$ cat config.mk
export PLATFORM = sky130hd
export DESIGN_NAME = uart_rx_sequencer
export DESIGN_NICKNAME = d
export VERILOG_FILES = /design/src/rtl/uart_pkg.sv /design/src/rtl/uart_byte_fifo.sv /design/src/rtl/uart_rx_sequencer.sv
export SDC_FILE = /design/constraint.sdc
export NUM_CORES = 1
export LEC_CHECK = 0
export BUFFER_PORTS_ARGS = -buffer_cell sky130_fd_sc_hd__buf_2
export CAP_MARGIN = 10
export CORE_MARGIN = 10
export CORE_UTILIZATION = 45
export DETAILED_ROUTE_END_ITERATION = 8
export GPL_ROUTABILITY_DRIVEN = 1
export PLACE_DENSITY = 0.76
export RECOVER_POWER = 25
export SYNTH_ARGS = -nofsm -noshare
export SYNTH_HDL_FRONTEND = slang
export SYNTH_HIERARCHICAL = 1
export SYNTH_SLANG_ARGS = --single-unit
$ cat constraint.sdc
create_clock -name clock_i -period 3 [get_ports clock_i]
set_input_delay 0 -clock clock_i [delete_from_list [all_inputs] [get_ports clock_i]]
set_output_delay 0 -clock clock_i [all_outputs]
set_load 0.03 [all_outputs]
$ cat src/rtl/uart_pkg.sv
// Shared types and constants for the UART receive sequencer.
package uart_pkg;

  typedef enum logic [1:0] {
    RX_RESET,
    CAPTURE,
    ACK,
    WAIT_CLEAR
  } rx_state_e;

  localparam int RX_RESET_CYCLES  = 2;
  localparam int DROP_COUNT_WIDTH = 8;

  function automatic logic [DROP_COUNT_WIDTH-1:0] sat_inc(input logic [DROP_COUNT_WIDTH-1:0] v);
    return (&v) ? v : v + 1'b1;
  endfunction

endpackage

$ cat src/rtl/uart_byte_fifo.sv
// Byte FIFO with registered storage; head is read straight from storage so a pop
// exposes the next entry on the same edge.
module uart_byte_fifo #(
  parameter int DEPTH = 4
) (
  input  logic                      clock_i,
  input  logic                      reset_i,
  input  logic                      push_i,
  input  logic [7:0]                data_i,
  input  logic                      pop_i,
  output logic [7:0]                data_o,
  output logic [$clog2(DEPTH):0]    count_o,
  output logic                      full_o,
  output logic                      empty_o
);
  localparam int AW = $clog2(DEPTH);
  localparam int CW = AW + 1;

  logic [7:0]    r_mem [DEPTH];
  logic [AW-1:0] r_wr_ptr, r_rd_ptr;
  logic [CW-1:0] r_count;
  logic          w_pop, w_push;

  assign full_o  = (r_count == CW'(DEPTH));
  assign empty_o = (r_count == '0);
  assign w_pop   = pop_i & ~empty_o;
  // A full FIFO still takes a byte when the head leaves on the same edge.
  assign w_push  = push_i & (~full_o | w_pop);
  assign data_o  = r_mem[r_rd_ptr];
  assign count_o = r_count;

  always_ff @(posedge clock_i or negedge reset_i) begin
    if (!reset_i) begin
      for (int i = 0; i < DEPTH; i++) r_mem[i] <= '0;
      r_wr_ptr <= '0;
      r_rd_ptr <= '0;
      r_count  <= '0;
    end else begin
      if (w_push) begin
        r_mem[r_wr_ptr] <= data_i;
        r_wr_ptr        <= r_wr_ptr + 1'b1;
      end
      if (w_pop) r_rd_ptr <= r_rd_ptr + 1'b1;
      case ({w_push, w_pop})
        2'b10:   r_count <= r_count + 1'b1;
        2'b01:   r_count <= r_count - 1'b1;
        default: r_count <= r_count;
      endcase
    end
  end

endmodule

$ cat src/rtl/uart_rx_sequencer.sv
// Owns one UartRx: sequences its ready/ack handshake, buffers bytes in a FIFO,
// holds its config and restarts it on every config write.
module uart_rx_sequencer
  import uart_pkg::*;
#(
  parameter int          FIFO_DEPTH      = 4,
  parameter logic [15:0] DEFAULT_DIVIDER = 16'd2
) (
  input  logic                            clock_i,
  input  logic                            reset_i,
  input  logic                            cfg_write_i,
  input  logic [15:0]                     cfg_divider_i,
  input  logic                            cfg_parity_bit_i,
  input  logic                            cfg_parity_even_i,
  output logic [15:0]                     rx_clock_divider_o,
  output logic                            rx_parity_bit_o,
  output logic                            rx_parity_even_o,
  output logic                            rx_reset_o,
  output logic                            rx_ack_o,
  input  logic [7:0]                      rx_data_i,
  input  logic                            rx_ready_i,
  output logic [7:0]                      data_o,
  output logic                            valid_o,
  input  logic                            ready_i,
  output logic [$clog2(FIFO_DEPTH):0]     count_o,
  output logic                            overrun_o,
  input  logic                            overrun_clear_i,
  output logic [DROP_COUNT_WIDTH-1:0]     drop_count_o
);
  localparam int RST_CW = (RX_RESET_CYCLES > 2) ? $clog2(RX_RESET_CYCLES) : 1;

  rx_state_e             r_state;
  logic [RST_CW-1:0]     r_rst_cnt;
  logic                  r_rx_reset, r_rx_ack;
  logic [15:0]           r_divider;
  logic                  r_par_bit, r_par_even;
  logic                  r_overrun;
  logic [DROP_COUNT_WIDTH-1:0] r_drop_cnt;
  logic                  w_full, w_empty, w_pop, w_capture, w_push, w_drop;

  // A config write discards whatever the receiver is presenting this cycle.
  assign w_capture = (r_state == CAPTURE) & rx_ready_i & ~cfg_write_i;
  assign w_pop     = ~w_empty & ready_i;
  assign w_push    = w_capture & (~w_full | w_pop);
  assign w_drop    = w_capture & w_full & ~w_pop;

  uart_byte_fifo #(.DEPTH(FIFO_DEPTH)) u_fifo (
    .clock_i (clock_i),
    .reset_i (reset_i),
    .push_i  (w_push),
    .data_i  (rx_data_i),
    .pop_i   (w_pop),
    .data_o  (data_o),
    .count_o (count_o),
    .full_o  (w_full),
    .empty_o (w_empty)
  );

  always_ff @(posedge clock_i or negedge reset_i) begin
    if (!reset_i) begin
      r_state    <= RX_RESET;
      r_rst_cnt  <= '0;
      r_rx_reset <= 1'b1;
      r_rx_ack   <= 1'b0;
      r_divider  <= DEFAULT_DIVIDER;
      r_par_bit  <= 1'b0;
      r_par_even <= 1'b0;
    end else if (cfg_write_i) begin
      r_divider  <= cfg_divider_i;
      r_par_bit  <= cfg_parity_bit_i;
      r_par_even <= cfg_parity_even_i;
      r_state    <= RX_RESET;
      r_rst_cnt  <= '0;
      r_rx_reset <= 1'b1;
      r_rx_ack   <= 1'b0;
    end else begin
      case (r_state)
        RX_RESET: begin
          if (r_rst_cnt == RST_CW'(RX_RESET_CYCLES - 1)) begin
            r_state    <= CAPTURE;
            r_rx_reset <= 1'b0;
          end else begin
            r_rst_cnt  <= r_rst_cnt + 1'b1;
          end
        end
        CAPTURE: if (rx_ready_i) begin
          r_state  <= ACK;
          r_rx_ack <= 1'b1;
        end
        ACK: begin
          r_state  <= WAIT_CLEAR;
          r_rx_ack <= 1'b0;
        end
        WAIT_CLEAR: if (!rx_ready_i) r_state <= CAPTURE;
        default: begin
          r_state    <= RX_RESET;
          r_rst_cnt  <= '0;
          r_rx_reset <= 1'b1;
          r_rx_ack   <= 1'b0;
        end
      endcase
    end
  end

  // A drop coinciding with a clear leaves exactly one drop recorded.
  always_ff @(posedge clock_i or negedge reset_i) begin
    if (!reset_i) begin
      r_overrun  <= 1'b0;
      r_drop_cnt <= '0;
    end else if (w_drop) begin
      r_overrun  <= 1'b1;
      r_drop_cnt <= overrun_clear_i ? DROP_COUNT_WIDTH'(1) : sat_inc(r_drop_cnt);
    end else if (overrun_clear_i) begin
      r_overrun  <= 1'b0;
      r_drop_cnt <= '0;
    end
  end

  assign rx_clock_divider_o = r_divider;
  assign rx_parity_bit_o    = r_par_bit;
  assign rx_parity_even_o   = r_par_even;
  assign rx_reset_o         = r_rx_reset;
  assign rx_ack_o           = r_rx_ack;
  assign valid_o            = ~w_empty;
  assign overrun_o          = r_overrun;
  assign drop_count_o       = r_drop_cnt;

endmodule
[Word level (Yosys, flattened, before mapping)]
Cells that the tools add are included.
Word-level totals
  register bits: 71
  input port bits: 32
  output and inout bits: 41
Operators by class
  $add $sub $neg: 6
  order comparisons: 3
  eq/ne operators: 10
  mux-type cells: 27
  bitwise gates (word level): 16
  reductions and logical operators: 13
Operator list (number)
  8-bit 2-to-1 mux: 7
  32-bit bitwise mux: 1
  8-bit binary-select mux with 2-bit select: 1
  8-bit demux with 2-bit select: 1
  1-bit 2-to-1 mux: 10
  3-bit inequality test, second input constant: 3
  8-bit by 1-bit adder with 8-bit output, second input constant: 1
  1-bit AND: 8
  2-bit 2-to-1 mux: 4
  2-bit case mux with 4 select lines: 1
  8-bit AND reduction: 1
  2-bit nonzero test: 4
  2-bit == test, second input constant: 3
  3-bit greater-or-equal comparator, second input constant: 2
  2-bit NOT with 3-bit output: 2
  3-bit case mux with 2 select lines: 1
  2-bit AND reduction: 3
  2-bit by 1-bit adder with 2-bit output, second input constant: 2
  2-bit by 1-bit == test with 1-bit output, second input constant: 2
  1-bit NOT: 4
  3-bit by 1-bit adder with 3-bit output, second input constant: 1
  3-bit == test, second input constant: 1
  3-bit zero test: 1
  3-bit by 1-bit < comparator with 1-bit output, second input constant: 1
  other kinds (9): 10

[Longest topological paths before layout]
Gate-level depths: netlist (run 1).
  depth after elaboration: 8
  gate-level depth with buffers: 11
  depth with buffers taken out: 11

[Hierarchy]
The synthesis (run 1) kept the hierarchy.
By module, submodules not included
  uart_byte_fifo: times used 1, cells each 115, area an instance 1801.7 µm²
  uart_rx_sequencer: times used 1, cells each 123, area an instance 1483.9 µm²

[Least setup slack after synthesis (run 1)]
Ideal clock, no wire load.
  path kind: reg2reg
  start: reg u_fifo.r_count[0] (netlist: u_fifo/count_o[0])
  end: reg u_fifo.r_count[2] (netlist: u_fifo/count_o[2])
  arrival time: 2.559 ns
  required time: 2.919 ns
  path slack: 0.360 ns
  cell stages (with the launch flop): 11
  buffers on the path: 0
  cells stage by stage: dfrtp_1 > nor3_1 > nor2b_4 > nor4b_4 > or2b_2 > ha_1 > inv_1 > fa_1 > xor2_1 > nor2_1 > xor2_1
Between the ends
  longest elaborated chain between the ends: 8
Ends and longest elaborated chain
  start: declaration: line uart_byte_fifo.sv:21  | logic [CW-1:0] r_count;
  start signal: assignment: line uart_byte_fifo.sv:45  | 2'b10: r_count <= r_count + 1'b1;
  start signal: assignment: line uart_byte_fifo.sv:46  | 2'b01: r_count <= r_count - 1'b1;
  start signal: assignment: line uart_byte_fifo.sv:47  | default: r_count <= r_count;
  3-bit zero test (*): line uart_byte_fifo.sv:25  | assign empty_o = (r_count == '0);
  net w_empty: line uart_rx_sequencer.sv:39  | logic w_full, w_empty, w_pop, w_capture, w_push, w_drop;
  1-bit NOT (*): line uart_rx_sequencer.sv:43  | assign w_pop = ~w_empty & ready_i;
  1-bit AND (*): line uart_rx_sequencer.sv:43
  net w_pop: line uart_rx_sequencer.sv:39
  1-bit OR or 1-bit AND (tied branches): line uart_rx_sequencer.sv:44, uart_byte_fifo.sv:26
  1-bit AND or 1-bit OR (tied branches): line uart_rx_sequencer.sv:44, uart_byte_fifo.sv:28
  1-bit AND: line uart_byte_fifo.sv:28  | assign w_push = push_i & (~full_o | w_pop);
  2-bit by 1-bit == test with 1-bit output or 2-bit == test (tied branches): line uart_byte_fifo.sv:44  | case ({w_push, w_pop})
  3-bit case mux with 2 select lines or 2-bit nonzero test (tied branches)
The timed path passes the listed nets; every way through them passes the cells marked *.
A chain may end at the register's enable or synchronous reset.

[Worst setup path after layout (run 1)]
Ends and elaborated chain as after synthesis.

==> results of run 1 <==
[cells by family after synthesis]
| family | Yosys count |
|---|---|
| adders and majority gates | 11 |
| AOI/OAI and AO/OA | 22 |
| buffers and inverters | 18 |
| and+or+nand+nor | 48 |
| muxes | 62 |
| xor gates and xnor gates | 6 |
| DFF | 71 |
[worst max-delay path by stage]
stage          cells past startpoint                          start  slack (ns)                       endpoint
5_1_grt                           11  u_fifo/count_o[0]$_DFFE_PN0P_        0.28  u_fifo/count_o[2]$_DFFE_PN0P_
2_1_floorplan                     10  u_fifo/count_o[0]$_DFFE_PN0P_        0.36  u_fifo/count_o[2]$_DFFE_PN0P_
6_report                          10  u_fifo/count_o[0]$_DFFE_PN0P_        0.50  u_fifo/count_o[2]$_DFFE_PN0P_
3_5_place_dp                      11  u_fifo/count_o[0]$_DFFE_PN0P_        0.50  u_fifo/count_o[2]$_DFFE_PN0P_
4_1_cts                           11  u_fifo/count_o[0]$_DFFE_PN0P_        0.48  u_fifo/count_o[2]$_DFFE_PN0P_
3_3_place_gp                      10  u_fifo/count_o[0]$_DFFE_PN0P_        0.59  u_fifo/count_o[2]$_DFFE_PN0P_
[final cells by class]
| cell class | instances | area share |
|---|---|---|
| Timing Repair Buffer | 105 | 0.158 |
| Clock inverter | 5 | 0.0133 |
| Tap cell | 99 | 0.0293 |
| Multi-Input combinational cell | 149 | 0.337 |
| Inverter | 10 | 0.00887 |
| Clock buffer | 11 | 0.0334 |
| Sequential cell | 71 | 0.420 |
[worst max-delay path, stage by stage (launching register included)]
cell and delay [ns]:
dfrtp_1 0.47, nor3_1 0.39, nor2b_4 0.10, nor4b_4 0.24, or2b_2 0.19, ha_1 0.18
inv_1 0.06, fa_1 0.38, xor2_1 0.15, nor2_1 0.11, xor2_1 0.15
[sequential cells by signal, indices dropped and copies added (netlist names)]
name,count
u_fifo/count_o,3
rx_clock_divider_o,16
rx_ack_o,1
r_rst_cnt,1
rx_parity_even_o,1
r_state,2
u_fifo/r_wr_ptr,2
rx_reset_o,1
rx_parity_bit_o,1
u_fifo/r_rd_ptr,2
drop_count_o,8
u_fifo/r_mem,32
overrun_o,1
[stage by stage]
| step | utilization | std cells | setup slack [ns] | hold WS, ns |
|---|---|---|---|---|
| after CTS | 0.591 | 450 | 0.476 | 0.00802 |
| after floorplan | - | 238 | 0.360 | -0.296 |
| final | 0.590 | 450 | 0.496 | 0.0268 |
| after global routing | 0.590 | 450 | 0.280 | 0.0269 |
| after detailed placement | 0.525 | 406 | 0.500 | -0.0109 |
| after global placement | 0.525 | 406 | 0.587 | -0.0209 |
[power by group through the flow]
stage | logic (mW) | registers (mW) | clock network, mW
after floorplan | 0.944 | 1.52 | 0
after global placement | 1.29 | 1.50 | 0
after detailed placement | 1.33 | 1.52 | 0
after CTS | 1.36 | 1.51 | 0.785
after global routing | 1.45 | 1.55 | 0.825
final | 1.34 | 1.51 | 0.760
[synthesized netlist by cell type (2+ instances only)]
library cell	count
nand4_1	2
nand2b_1	2
o21ai_0	3
nor3_1	2
mux2i_1	2
nor2b_1	3
inv_1	10
a21oi_1	7
nor2_1	6
and4_2	2
clkbuf_1	3
or4_1	3
dfrtp_1	69
nand2_1	10
ha_1	10
clkbuf_2	2
xnor2_1	3
nor2_2	4
o31ai_1	4
mux2_2	50
dfstp_2	2
mux2_1	2
a21o_1	2
nand3_1	5
mux4_2	8
xor2_1	3
[repair_timing]
action                                 CTS  global route
buffers inserted                         0             0
hold buffers                            28             0
endpoints found under the hold margin   75             0
[routing by layer]
metal  global-route usage  routed length, um
met1                0.155               3050
met2                0.247               3980
met3               0.0371                331
met4               0.0608                140
met5                    0                  0
==> impl_metrics.py, run 1 <==
metrics = {
    "status": {
        "status": "finished clean",
    },
    "die": {
        "dieArea_um2": 11100,
        "start_util": 0.458,
        "coreArea_um2": 7180,
        "dieWidth_um": 105,
        "die_y_um": 105,
        "io_pins": 73,
        "rows": 31,
    },
    "drt": {
        "drt-vias-per-instance": 5.04,
        "via_count": 2267,
        "ant_nets": 0,
        "drcViolationCount": 0,
        "first_iter_violations": 60,
        "drtPass1Iterations": 4,
        "routed_wl_um": 7500,
        "wl_per_cell_um": 16.7,
    },
    "power_and_ir_drop": {
        "clkPwrFrac": 0.211,
        "p_switching_mw": 1.32,
        "pwr-share-comb": 0.371,
        "vdd_drop_max_mv": 0.303,
        "leakage_nw": 1.99,
        "swShare": 0.366,
        "p_int_mw": 2.29,
        "finalPower_mw": 3.61,
        "p_seq_frac": 0.418,
        "powerDensity_nw_per_um2": 852,
    },
    "logic_synthesis": {
        "muxShareOfSynthArea": 0.239,
        "synth-seq-area-share": 0.542,
        "synth_area_leaders": "dfrtp_1 53%, mux2_2 17%, mux4_2 5.5%",
        "yosys.cell_types.count": 45,
        "synth_compound_area_frac": 0.0449,
        "synthAdderAreaFrac": 0.0442,
        "synth_area_leader_cell": "dfrtp_1",
        "synthCells": 238,
        "async_flop_share": 1.00,
        "syn_area_per_cell_um2": 13.8,
        "syn_area_um2": 3290,
        "synth_seq_cells": 71,
        "ys.flop_type": "dfrtp_1",
        "synth_top_area_share": 0.526,
        "synth_edf_count": 0,
        "synth-xor-area-share": 0.0160,
        "syn-num-nets": 281,
        "synthSimpleGateAreaFrac": 0.0903,
        "yosysWarnings": 6,
        "synth_top_family_by_area": "multiplexers",
    },
    "clock_network": {
        "clock_latency_ns": 0.34,
        "cts_resized": 0,
        "cts-root-buf": "clkbuf_8",
        "clkTransAtPathRegs_ns": 0.08,
        "clock_path_buffers": 2,
        "cts.sinks": 71,
        "cts_tree": "done",
        "cts_made_buffers": 9,
        "htree_num_levels": 3,
    },
    "setup_path": {
        "cp-start-kind": "flop",
        "worstPathArrival_ns": 2.76,
        "regToRegSetupSlack_ns": 0.50,
        "critical_path.endpoint_type": "flop",
        "critPathKind": "flop to flop",
        "r2r_cells": 10,
        "reg2reg_from": "u_fifo/count_o[0]$_DFFE_PN0P_",
        "worstPathMaxFanout": 6,
        "r2r_end": "u_fifo/count_o[2]$_DFFE_PN0P_",
        "critical_path_required_ns": 3.26,
    },
    "placement": {
        "gp_congestion": 0.821,
        "dpl_cell_area_um2": 3770,
        "port_buffers": 72,
        "dp_hpwl_um": 5260,
    },
    "grt": {
        "grt_pass1_wl_um": 12500,
        "antenna_found_initial": 0,
        "grt_pass1_vias": 2475,
        "grt_max_degree": 29,
        "grt_overflow": 0,
        "track_usage": 0.140,
    },
    "timing": {
        "fin_crit_sh": 0.835,
        "clock_skew_ns": 0.00897,
        "setup-violations-final": 0,
        "tightest_slew_ns": 1.17,
        "rsz0062_at_grt": "no",
        "final_max_slew_viol_count": 0,
        "slew_headroom": 0.222,
        "hold_viol_final": 0,
        "tns_ns": 0,
        "fin_crit_ns": 2.50,
        "fmax_mhz": 399,
    },
    "final_layout": {
        "layout_commonest_cell": "dfrtp_1",
        "nFillCells": 580,
        "regArea_um2": 1780,
        "fin_area_um2": 4230,
        "layout_common_cells": "69 x dfrtp_1, 64 x buf_2, 50 x mux2_2",
        "finalNetCount": 389,
        "area_delta_synth_final_pct": 28.9,
        "multi_input_area_um2": 1430,
        "diodes": 0,
        "drive_gt1_frac": 0.442,
    },
    "hold_path": {
        "whs_path_depth": 4,
        "holdCritPathClass": "primary input to flop",
        "hp-start": "rx_ready_i",
        "holdPathEnd": "rx_ack_o$_DFFE_PN0P_",
    },
    "flow_run": {
        "drv_cap": 0,
    },
}
(Power assumes the default switching activity.)
==> run 2: changes to the inputs <==
Clock period 3 ns to 2.4 ns, I/O delays scaled along.
==> run 2 against run 1 <==
Flip-flop and latch count is the same. Combinational power grew 34%. Final cell count grew 2.7%. Maximum frequency grew 10%. Hold slack gained 0.099 ns. Final area grew 3.3%. Worst setup slack lost 0.37 ns. Clock skew grew 0.0053 ns. Total power grew 26%. Largest power group unchanged.
==> impl_metrics.py, run 2 (same netlist as run 1, synthesis figures left out) <==
metrics = {
    "placement": {
        "dpl.cell_count": 410,
        "pre_cts_ws_ns": 0.0974,
        "port_buffers": 72,
        "gp_congestion": 0.794,
        "dp_hpwl_um": 4950,
    },
    "die": {
        "start_util": 0.458,
        "dieArea_um2": 11100,
        "dieWidth_um": 105,
        "io_pins": 73,
        "die_y_um": 105,
        "coreArea_um2": 7180,
        "rows": 31,
    },
    "grt": {
        "grt_max_degree": 37,
        "grt_pass1_vias": 2581,
        "grt_pass1_wl_um": 12400,
        "track_usage": 0.138,
        "grt_overflow": 0,
        "antenna_found_initial": 0,
    },
    "setup_path": {
        "worstPathArrival_ns": 2.54,
        "critical_path_required_ns": 2.66,
        "critPathKind": "flop to flop",
        "worstPathMaxFanout": 5,
        "cp-start-kind": "flop",
        "max_stage_delay_ns": 0.46,
        "critical_path.endpoint_type": "flop",
        "path_cells": "nor3_4 -> nor2b_4 -> nor4b_4 -> or2b_4 -> ha_4 -> inv_1 -> fa_2 -> xor2_1 -> nor2_1 -> xor2_1",
        "cp_slowest_cell": "dfrtp_2",
        "cp_common_cell": "xor2_1",
    },
    "timing": {
        "tightest_slew_ns": 1.40,
        "clock_skew_ns": 0.0143,
        "layout_setup_ws_ns": 0.127,
        "tns_ns": 0,
        "fin_crit_ns": 2.27,
        "fmax_mhz": 440,
        "hold_viol_final": 0,
        "final_max_slew_viol_count": 0,
        "slew_headroom": 0.0687,
        "setup-violations-final": 0,
        "fin_crit_sh": 0.947,
        "holdWs_ns": 0.126,
    },
    "final_layout": {
        "layout_commonest_cell": "buf_2",
        "instances_no_fill": 462,
        "largest_reg_flops": 32,
        "diodes": 0,
        "area_delta_synth_final_pct": 33.1,
        "regMostFlops": "u_fifo/r_mem",
        "finalNetCount": 401,
        "layout_common_cells": "71 x buf_2, 66 x dfrtp_1, 50 x mux2_2",
        "drive_gt1_frac": 0.507,
    },
    "hold_path": {
        "holdCritPathClass": "primary input to flop",
    },
    "clock_network": {
        "cts_made_buffers": 9,
        "clkTransAtPathRegs_ns": 0.09,
        "clock_latency_ns": 0.35,
        "cts_tree": "done",
        "cts-root-buf": "clkbuf_8",
        "cts.sinks": 71,
        "htree_num_levels": 3,
        "clock_path_buffers": 2,
    },
    "drt": {
        "via_count": 2331,
        "first_iter_violations": 85,
        "drt-vias-per-instance": 5.05,
        "drtPass1Iterations": 4,
        "wl_per_cell_um": 15.9,
        "ant_nets": 0,
        "drcViolationCount": 0,
        "routed_wl_um": 7360,
    },
    "power_and_ir_drop": {
        "swShare": 0.373,
        "vdd_drop_max_mv": 0.409,
        "p_seq_frac": 0.414,
        "powerDensity_nw_per_um2": 1040,
        "leakage_nw": 2.07,
        "p_int_mw": 2.86,
        "pwr-share-comb": 0.394,
        "clkPwrFrac": 0.192,
        "p_switching_mw": 1.70,
    },
    "status": {
        "status": "finished clean",
    },
    "flow_run": {
        "drv_cap": 0,
    },
}
## run 2: cell types whose count changed in the layout (fill, tap and decap cells not counted), moves of 2 or more
cell / delta
dfrtp_1: -3
inv_1: -2
nor3_1: -2
inv_2: +2
buf_2: +7
clkbuf_1: -8
dfrtp_2: +3
buf_4: +10
## run 2: stage by stage
| step | util | total power [mW] | area, um^2 |
|---|---|---|---|
| floorplan | - | 3.13 | 3320 |
| global placement | 0.536 | 3.54 | 3850 |
| detailed placement | 0.536 | 3.62 | 3850 |
| CTS | 0.602 | 4.54 | 4320 |
| global route | 0.609 | 4.86 | 4370 |
| finish | 0.609 | 4.56 | 4370 |
## run 2: worst paths after layout
| kind | start | end | slack, ns | cells after the start |
|---|---|---|---|---|
| setup / recovery | u_fifo/count_o[1]$_DFFE_PN0P_ | u_fifo/count_o[2]$_DFFE_PN0P_ | 0.13 | 10 |
| hold / removal | cfg_write_i | rx_ack_o$_DFFE_PN0P_ | 0.13 | 2 |
| setup reg to reg | u_fifo/count_o[1]$_DFFE_PN0P_ | u_fifo/count_o[2]$_DFFE_PN0P_ | 0.13 | 10 |
| hold reg to reg | u_fifo/r_mem[15]$_DFFE_PN0P_ | u_fifo/r_mem[15]$_DFFE_PN0P_ | 0.49 | 1 |
| max in group asynchronous | reset_i | u_fifo/count_o[2]$_DFFE_PN0P_ | 0.99 | 3 |
| min in group asynchronous | reset_i | overrun_o$_DFFE_PN0P_ | 0.50 | 2 |
## run 2: area by class of cell
cell class,instances,area (um^2)
well taps,99,124
repair buffers,117,782
flip-flops and latches,71,1780
multi-input cells,149,1460
fillers,540,2800
clock inverters,6,43.8
inverters,10,37.5
clock buffers,10,138
## run 2: worst max-delay path: cells and delay by family (launching register included)
kind,cells,cell delay (ns)
simple gates,5,0.91
fa+ha+maj,2,0.47
flops,1,0.46
xor+xnor,2,0.32
buf+inv,1,0.05
## run 2: power groups by stage
stage / combinational, mW / sequential, mW / clock (mW)
floorplan: 1.21 / 1.92 / 0
global placement: 1.64 / 1.89 / 0
detailed placement: 1.69 / 1.93 / 0
CTS: 1.73 / 1.90 / 0.903
global route: 1.95 / 1.95 / 0.963
finish: 1.80 / 1.89 / 0.875
## run 2: metal layers
metal / track usage / vias to the layer above / share of wire
li1: - / 1104 / -
met1: 0.162 / 1155 / 0.42
met2: 0.226 / 60 / 0.50
met3: 0.0390 / 12 / 0.055
met4: 0.0706 / 0 / 0.022
met5: 0 / - / 0
## run 2: repair_timing
item | in CTS | in global routing
endpoints found under the hold margin | 77 | 0
gates resized for setup | 0 | 3
endpoints found under the setup margin | 0 | 2
buffers inserted | 0 | 7
hold buffers | 29 | 0
